## config.mk

```make
export PLATFORM = sky130hd
export DESIGN_NAME = multicycle_controller
export DESIGN_NICKNAME = d
export VERILOG_FILES = /design/src/rtl/multicycle_controller.sv
export SDC_FILE = /design/constraint.sdc
export NUM_CORES = 1
export LEC_CHECK = 0
export ABC_AREA = 1
export CORE_MARGIN = 4
export CORE_UTILIZATION = 36
export CTS_CLUSTER_DIAMETER = 30
export DETAILED_ROUTE_END_ITERATION = 10
export PLACE_DENSITY = 0.78
export SLEW_MARGIN = 40
export SYNTH_ARGS = -nofsm -noshare
export SYNTH_HDL_FRONTEND = slang
export SYNTH_SLANG_ARGS = --single-unit
```

## constraint.sdc

```tcl
create_clock -name clk -period 1.4 [get_ports clk]
set_input_delay 0.28 -clock clk [delete_from_list [all_inputs] [get_ports clk]]
set_output_delay 0.28 -clock clk [all_outputs]
set_load 0.05 [all_outputs]
```

## src/rtl/multicycle_controller.sv

```systemverilog
// multicycle_controller: main control FSM for the multicycle MIPS datapath with memory stall handshake
module multicycle_controller (
    input  logic       clk,
    input  logic       reset,
    input  logic [5:0] op,
    input  logic       zero,
    input  logic       mem_ready,
    output logic       mem_req,
    output logic       mem_write,
    output logic       i_or_d,
    output logic       ir_write,
    output logic       reg_write,
    output logic       reg_dst,
    output logic       mem_to_reg,
    output logic       alu_src_a,
    output logic [1:0] alu_src_b,
    output logic [1:0] alu_op,
    output logic [1:0] pc_src,
    output logic       pc_en,
    output logic       illegal_op,
    output logic [3:0] state
);
    typedef enum logic [3:0] {
        FETCH   = 4'd0,
        DECODE  = 4'd1,
        MEMADR  = 4'd2,
        MEMRD   = 4'd3,
        MEMWB   = 4'd4,
        MEMWR   = 4'd5,
        RTYPEEX = 4'd6,
        RTYPEWB = 4'd7,
        BEQEX   = 4'd8,
        ADDIEX  = 4'd9,
        ADDIWB  = 4'd10,
        JEX     = 4'd11
    } state_t;

    localparam logic [5:0] OP_LW   = 6'b100011;
    localparam logic [5:0] OP_SW   = 6'b101011;
    localparam logic [5:0] OP_RTYP = 6'b000000;
    localparam logic [5:0] OP_BEQ  = 6'b000100;
    localparam logic [5:0] OP_ADDI = 6'b001000;
    localparam logic [5:0] OP_J    = 6'b000010;

    state_t r_state;
    logic   w_legal;
    logic   w_mem_req;
    logic   w_mem_write;
    logic   w_ir_write;
    logic   w_reg_write;
    logic   w_pc_write;
    logic   w_branch;
    logic   w_illegal;

    assign w_legal = op inside {OP_LW, OP_SW, OP_RTYP, OP_BEQ, OP_ADDI, OP_J};

    // State register: reset wins over every transition, including a pending memory wait
    always_ff @(posedge clk) begin
        if (reset) begin
            r_state <= FETCH;
        end else begin
            case (r_state)
                FETCH:   r_state <= mem_ready ? DECODE : FETCH;
                DECODE:  begin
                    case (op)
                        OP_LW, OP_SW: r_state <= MEMADR;
                        OP_RTYP:      r_state <= RTYPEEX;
                        OP_BEQ:       r_state <= BEQEX;
                        OP_ADDI:      r_state <= ADDIEX;
                        OP_J:         r_state <= JEX;
                        default:      r_state <= FETCH;
                    endcase
                end
                MEMADR:  r_state <= (op == OP_SW) ? MEMWR : MEMRD;
                MEMRD:   r_state <= mem_ready ? MEMWB : MEMRD;
                MEMWR:   r_state <= mem_ready ? FETCH : MEMWR;
                RTYPEEX: r_state <= RTYPEWB;
                ADDIEX:  r_state <= ADDIWB;
                default: r_state <= FETCH;
            endcase
        end
    end

    // Moore decode of the datapath controls; FETCH load strobes follow mem_ready
    always_comb begin
        w_mem_req   = 1'b0;
        w_mem_write = 1'b0;
        w_ir_write  = 1'b0;
        w_reg_write = 1'b0;
        w_pc_write  = 1'b0;
        w_branch    = 1'b0;
        w_illegal   = 1'b0;
        i_or_d      = 1'b0;
        reg_dst     = 1'b0;
        mem_to_reg  = 1'b0;
        alu_src_a   = 1'b0;
        alu_src_b   = 2'b00;
        alu_op      = 2'b00;
        pc_src      = 2'b00;
        case (r_state)
            FETCH: begin
                w_mem_req  = 1'b1;
                alu_src_b  = 2'b01;
                w_ir_write = mem_ready;
                w_pc_write = mem_ready;
            end
            DECODE: begin
                alu_src_b = 2'b11;
                w_illegal = ~w_legal;
            end
            MEMADR, ADDIEX: begin
                alu_src_a = 1'b1;
                alu_src_b = 2'b10;
            end
            MEMRD: begin
                w_mem_req = 1'b1;
                i_or_d    = 1'b1;
            end
            MEMWB: begin
                w_reg_write = 1'b1;
                mem_to_reg  = 1'b1;
            end
            MEMWR: begin
                w_mem_req   = 1'b1;
                w_mem_write = 1'b1;
                i_or_d      = 1'b1;
            end
            RTYPEEX: begin
                alu_src_a = 1'b1;
                alu_op    = 2'b10;
            end
            RTYPEWB: begin
                w_reg_write = 1'b1;
                reg_dst     = 1'b1;
            end
            BEQEX: begin
                alu_src_a = 1'b1;
                alu_op    = 2'b01;
                pc_src    = 2'b01;
                w_branch  = 1'b1;
            end
            ADDIWB: w_reg_write = 1'b1;
            JEX: begin
                pc_src     = 2'b10;
                w_pc_write = 1'b1;
            end
            default: ;
        endcase
    end

    assign mem_req    = w_mem_req & ~reset;
    assign mem_write  = w_mem_write & ~reset;
    assign ir_write   = w_ir_write & ~reset;
    assign reg_write  = w_reg_write & ~reset;
    assign illegal_op = w_illegal & ~reset;
    assign pc_en      = (w_pc_write | (w_branch & zero)) & ~reset;
    assign state      = r_state;
endmodule
```

==> impl_results.md, run 1 <==
- Outcome: aborted with a tool error
- Exit stage: clock tree synthesis
- Tool Error: [ERROR DPL-0038] Utilization greater than 100%, impossible to legalize
- Gp weighted congestion: 0.8856
- Total clock sinks: 4
- Top-area cell type share of the netlist area: 0.1889
- Avg Synthesized Cell Area: 4.918 um^2
- Port bufs: 29
- CTS max path bufs: 2
- Post-Syn Area: 496.7 um^2
- Cts hold-fix bufs: 0
- Post-synth net total: 111
- Post-CTS Setup Inserts: 12
- Mapped Cells: 101
- Clock root buffer: clkbuf_4
- Htree depth: 1
- Num rows: 13
- Initial core utilization: 0.3817
- Die boundary width: 45.15 um
- CTS Buf Count: 3
- Area post-placement: 1266 um^2
- Library cells used by synthesis: 16
- Top Ports: 30
- #FFs+latches synth: 4
- Yosys warnings: 0
- Chip height: 45.15 um
- Resized cells post-CTS: 45
- Post-synthesis sequential area ratio: 0.1612
- Synth top area cells: nand2_1, nor2_1, dfxtp_1
- Area leader, netlist: nand2_1
- DP HPWL: 2663 um
-- logic make-up after synthesis --
logic type | share of synthesized area
buffers and inverters | 0.1436
AOI/OAI and AO/OA | 0.1234
and+or+nand+nor | 0.5718
DFF | 0.1612
-- cell usage after synthesis (all sizes together) --
cell type and n:
nand2 26, nor3 1, nor2 27, a21oi 3
nand4 2, inv 19, dfxtp 4, o22ai 1
nand3 11, o21ai 6, a31oi 1
-- stage by stage --
step | hold WS, ns | worst slack, ns | std cells | util
2_1_floorplan | 0.3394 | -0.3857 | 101 | -
3_3_place_gp | 0.6342 | -0.3668 | 166 | 0.9731
3_5_place_dp | 0.6565 | -0.4402 | 166 | 0.9731
==> run 2: changes to the inputs <==
Settings changed: CORE_AREA set to 4 4 65 67, CORE_MARGIN 4 to unset, CORE_UTILIZATION 36 to unset, CTS_CLUSTER_DIAMETER 30 to unset, DIE_AREA set to 0 0 69 71, PLACE_DENSITY 0.78 to unset, PLACE_DENSITY_LB_ADDON set to 0.15.
==> impl_results.md, run 2 <==
- Post-Syn Area: 496.7 um^2
- Cells after DPL: 203
- Clock slew at reported path FFs: 0.03 ns
- Vias in the first global route: 846
- Num rows: 22
- Storage cell area: 95.09 um^2
- Wirelength, routed: 2214 um
- Async S/R FF share, synth: 0
- Critical path's slowest cell: dfxtp_4
- Crit path max-delay family: flip-flops
- Max incr delay on CP: 0.36 ns
- Post-synthesis sequential area ratio: 0.1612
- Arr. time, crit path: 1.31 ns
- Tcrit/Tclk final: 1.136
- Number of remaining DRC errors: 0
- Area leader, netlist: nand2_1
- Failing checks: negative setup slack
- Top-area cell type share of the netlist area: 0.1889
- Reg2reg setup slack: 0.12 ns
- Total clock sinks: 4
- CTS tree: built
- First-pass GRT wire length: 3588 um
- Diode count: 0
- CTS Buf Count: 3
- Final setup fails: 14
- Static Leak: 0.0007587 uW
- Reg-to-Reg End: state[0]
- Finished Layout Cells: 217
- Fillers: 378
- Library cells used by synthesis: 16
- Crit end category: output port
- Minimum clock period: 1.591 ns
- Cell-internal power: 483.7 uW
- CTS max path bufs: 2
- Area post-placement: 1338 um^2
- Antenna violations before repair: 0
- Cts hold-fix bufs: 0
- Number of DRC markers in iteration 0: 4
- Top Ports: 30
- Chip height: 71 um
- Sequential Power Share: 0.164
- Die boundary width: 69 um
- Final setup margin: -0.1909 ns
- Reg2reg start: state[3]
- Most frequent cells in the layout: buf_4, buf_12, nand2_1
- Avg Synthesized Cell Area: 4.918 um^2
- Worst-skew pair later-pin latency: 0.21 ns
- Switching share of power: 0.3533
- Largest net degree at the start of global routing: 7
- Outcome: finished, violations left
- Clock skew: 0.004144 ns
- Worst EP required: 1.12 ns
- Max Slew Vio Count: 0
- Post-synth EDFFs: 0
- DP HPWL: 1838 um
- WL/cell: 10.20 um
- Routed Antenna Nets: 0
- Layout area overhead: 223.2%
- Clk pwr share: 0.318
- Clock root buffer: clkbuf_8
- Core ar.: 3633 um^2
- Yosys warnings: 0
- Crit-path cells: inv_4 > nand2_1 > o22ai_1 > o21ai_2 > inv_2 > buf_12
- Crit path to: reg_write
- 1st-pass router iterations: 4
- #FFs+latches synth: 4
- VDD IR-drop max: 0.2830 mV
- HP Class: input pin to flop
- CP max FO: 4
- Total track usage: 0.08765
- Setup crit start: state[3]
- Comb power frac: 0.518
- CP Launch Type: flop
- Most common cell after layout, fill and taps aside: buf_4
- Worst reg-to-reg path cell count: 9
- Psw: 264.2 uW
- Buf/Inv on CP: 3
- Top FF cell, synth: dfxtp_1
- Actual slew at the worst max-slew pin: 0.2250 ns
- Crit path depth: 6
- Total power: 747.9 uW
- Slew margin rel.: 0.8496
- Max cap viols: 0
- Synth cell count leaders: nand2_1, nor2_1, inv_1, nand3_1, o21ai_0
- Area of the multi-input gates: 554.3 um^2
- Gp weighted congestion: 0.7680
- Final hold violations: 0
- RSZ-0062 raised after global routing: yes
- Max frequency: 628.6 MHz
- Largest register FFs: 4
- Via count: 851
- Post-synth net total: 111
- Fin area: 1605 um^2
- Mapped Cells: 101
- Die Footprint: 4899 um^2
- Final #Nets: 181
- Worst Path Class, Setup: flop to output port
- Initial core utilization: 0.1367
- Pwr Density: 465.9 nW/um^2
- Port bufs: 29
- GRT overflow: 0
- Layout cells sized above 1: 0.6746
- Synth top area cells: nand2_1, nor2_1, dfxtp_1
- Vias per Instance: 3.922
- Htree depth: 1
==> run 2: cell counts after synthesis <==
No cell type changed its count.
==> run 2: worst register-to-register path: stages (launching register included) <==
cell     delay [ns]
dfxtp_4        0.36
inv_4          0.08
nand2_2        0.08
nor2_4         0.12
nand2_4        0.08
buf_4          0.13
buf_4          0.11
nand2_1        0.04
nor2_1         0.05
a21oi_1        0.13
==> run 2: cell type report <==
class                      instances  area share
timing repair buffer              65      0.4801
tap                               48     0.03741
sequential                         4     0.05924
inverter                          19     0.05222
clock buffer                       3     0.02572
multi-input combinational         78      0.3453
==> run 2: repair_timing <==
| action | in CTS | in global routing |
|---|---|---|
| resized for setup | 38 | 18 |
| pin swaps | 14 | 3 |
| setup endpoints to repair | 16 | 16 |
| gates cloned | 0 | 0 |
| setup buffers | 8 | 4 |
| endpoints found under the hold margin | 0 | 0 |
==> run 2: how the worst min path moves through the flow <==
stage,cells after the start,start,endpoint
after detailed placement,3,state[3],state[3]
after CTS,3,reset,state[2]
final,3,reset,state[2]
after global routing,3,reset,state[2]
after floorplan,1,reset,state[0]
after global placement,3,state[3],state[3]
==> run 2: logic make-up after synthesis <==
kind of cell | count (synthesis) | share of synthesized area
AOI/OAI and AO/OA | 11 | 0.1234
buffers and inverters | 19 | 0.1436
DFF | 4 | 0.1612
and+or+nand+nor | 67 | 0.5718
==> run 2: metal layers <==
metal	up-vias	track usage	wire [um]
met1	379	0.09480	935
li1	454	-	-
met4	0	0.02603	0
met3	0	0.02557	93
met2	18	0.1642	1185
met5	-	0	0
==> run 2: per-stage QoR <==
stage	setup TNS (ns)	setup slack, ns	hold slack, ns	utilization
finish	-1.427	-0.1909	0.5937	0.4418
global route	-2.306	-0.2485	0.6122	0.4418
CTS	-1.501	-0.1598	0.5938	0.4174
detailed placement	-1.702	-0.3966	0.6415	0.3681
global placement	-1.636	-0.3891	0.6403	0.3681
floorplan	-1.374	-0.3857	0.3394	-
==> run 2: power by group through the flow <==
| stage | logic (uW) | registers [uW] | clock network, uW |
|---|---|---|---|
| 6_report | 387 | 123 | 238 |
| 3_5_place_dp | 334 | 121 | 0 |
| 2_1_floorplan | 139 | 136 | 0 |
| 4_1_cts | 366 | 121 | 245 |
| 5_1_grt | 410 | 123 | 259 |
| 3_3_place_gp | 333 | 121 | 0 |
Note: power is estimated with default switching activity, not from simulation.
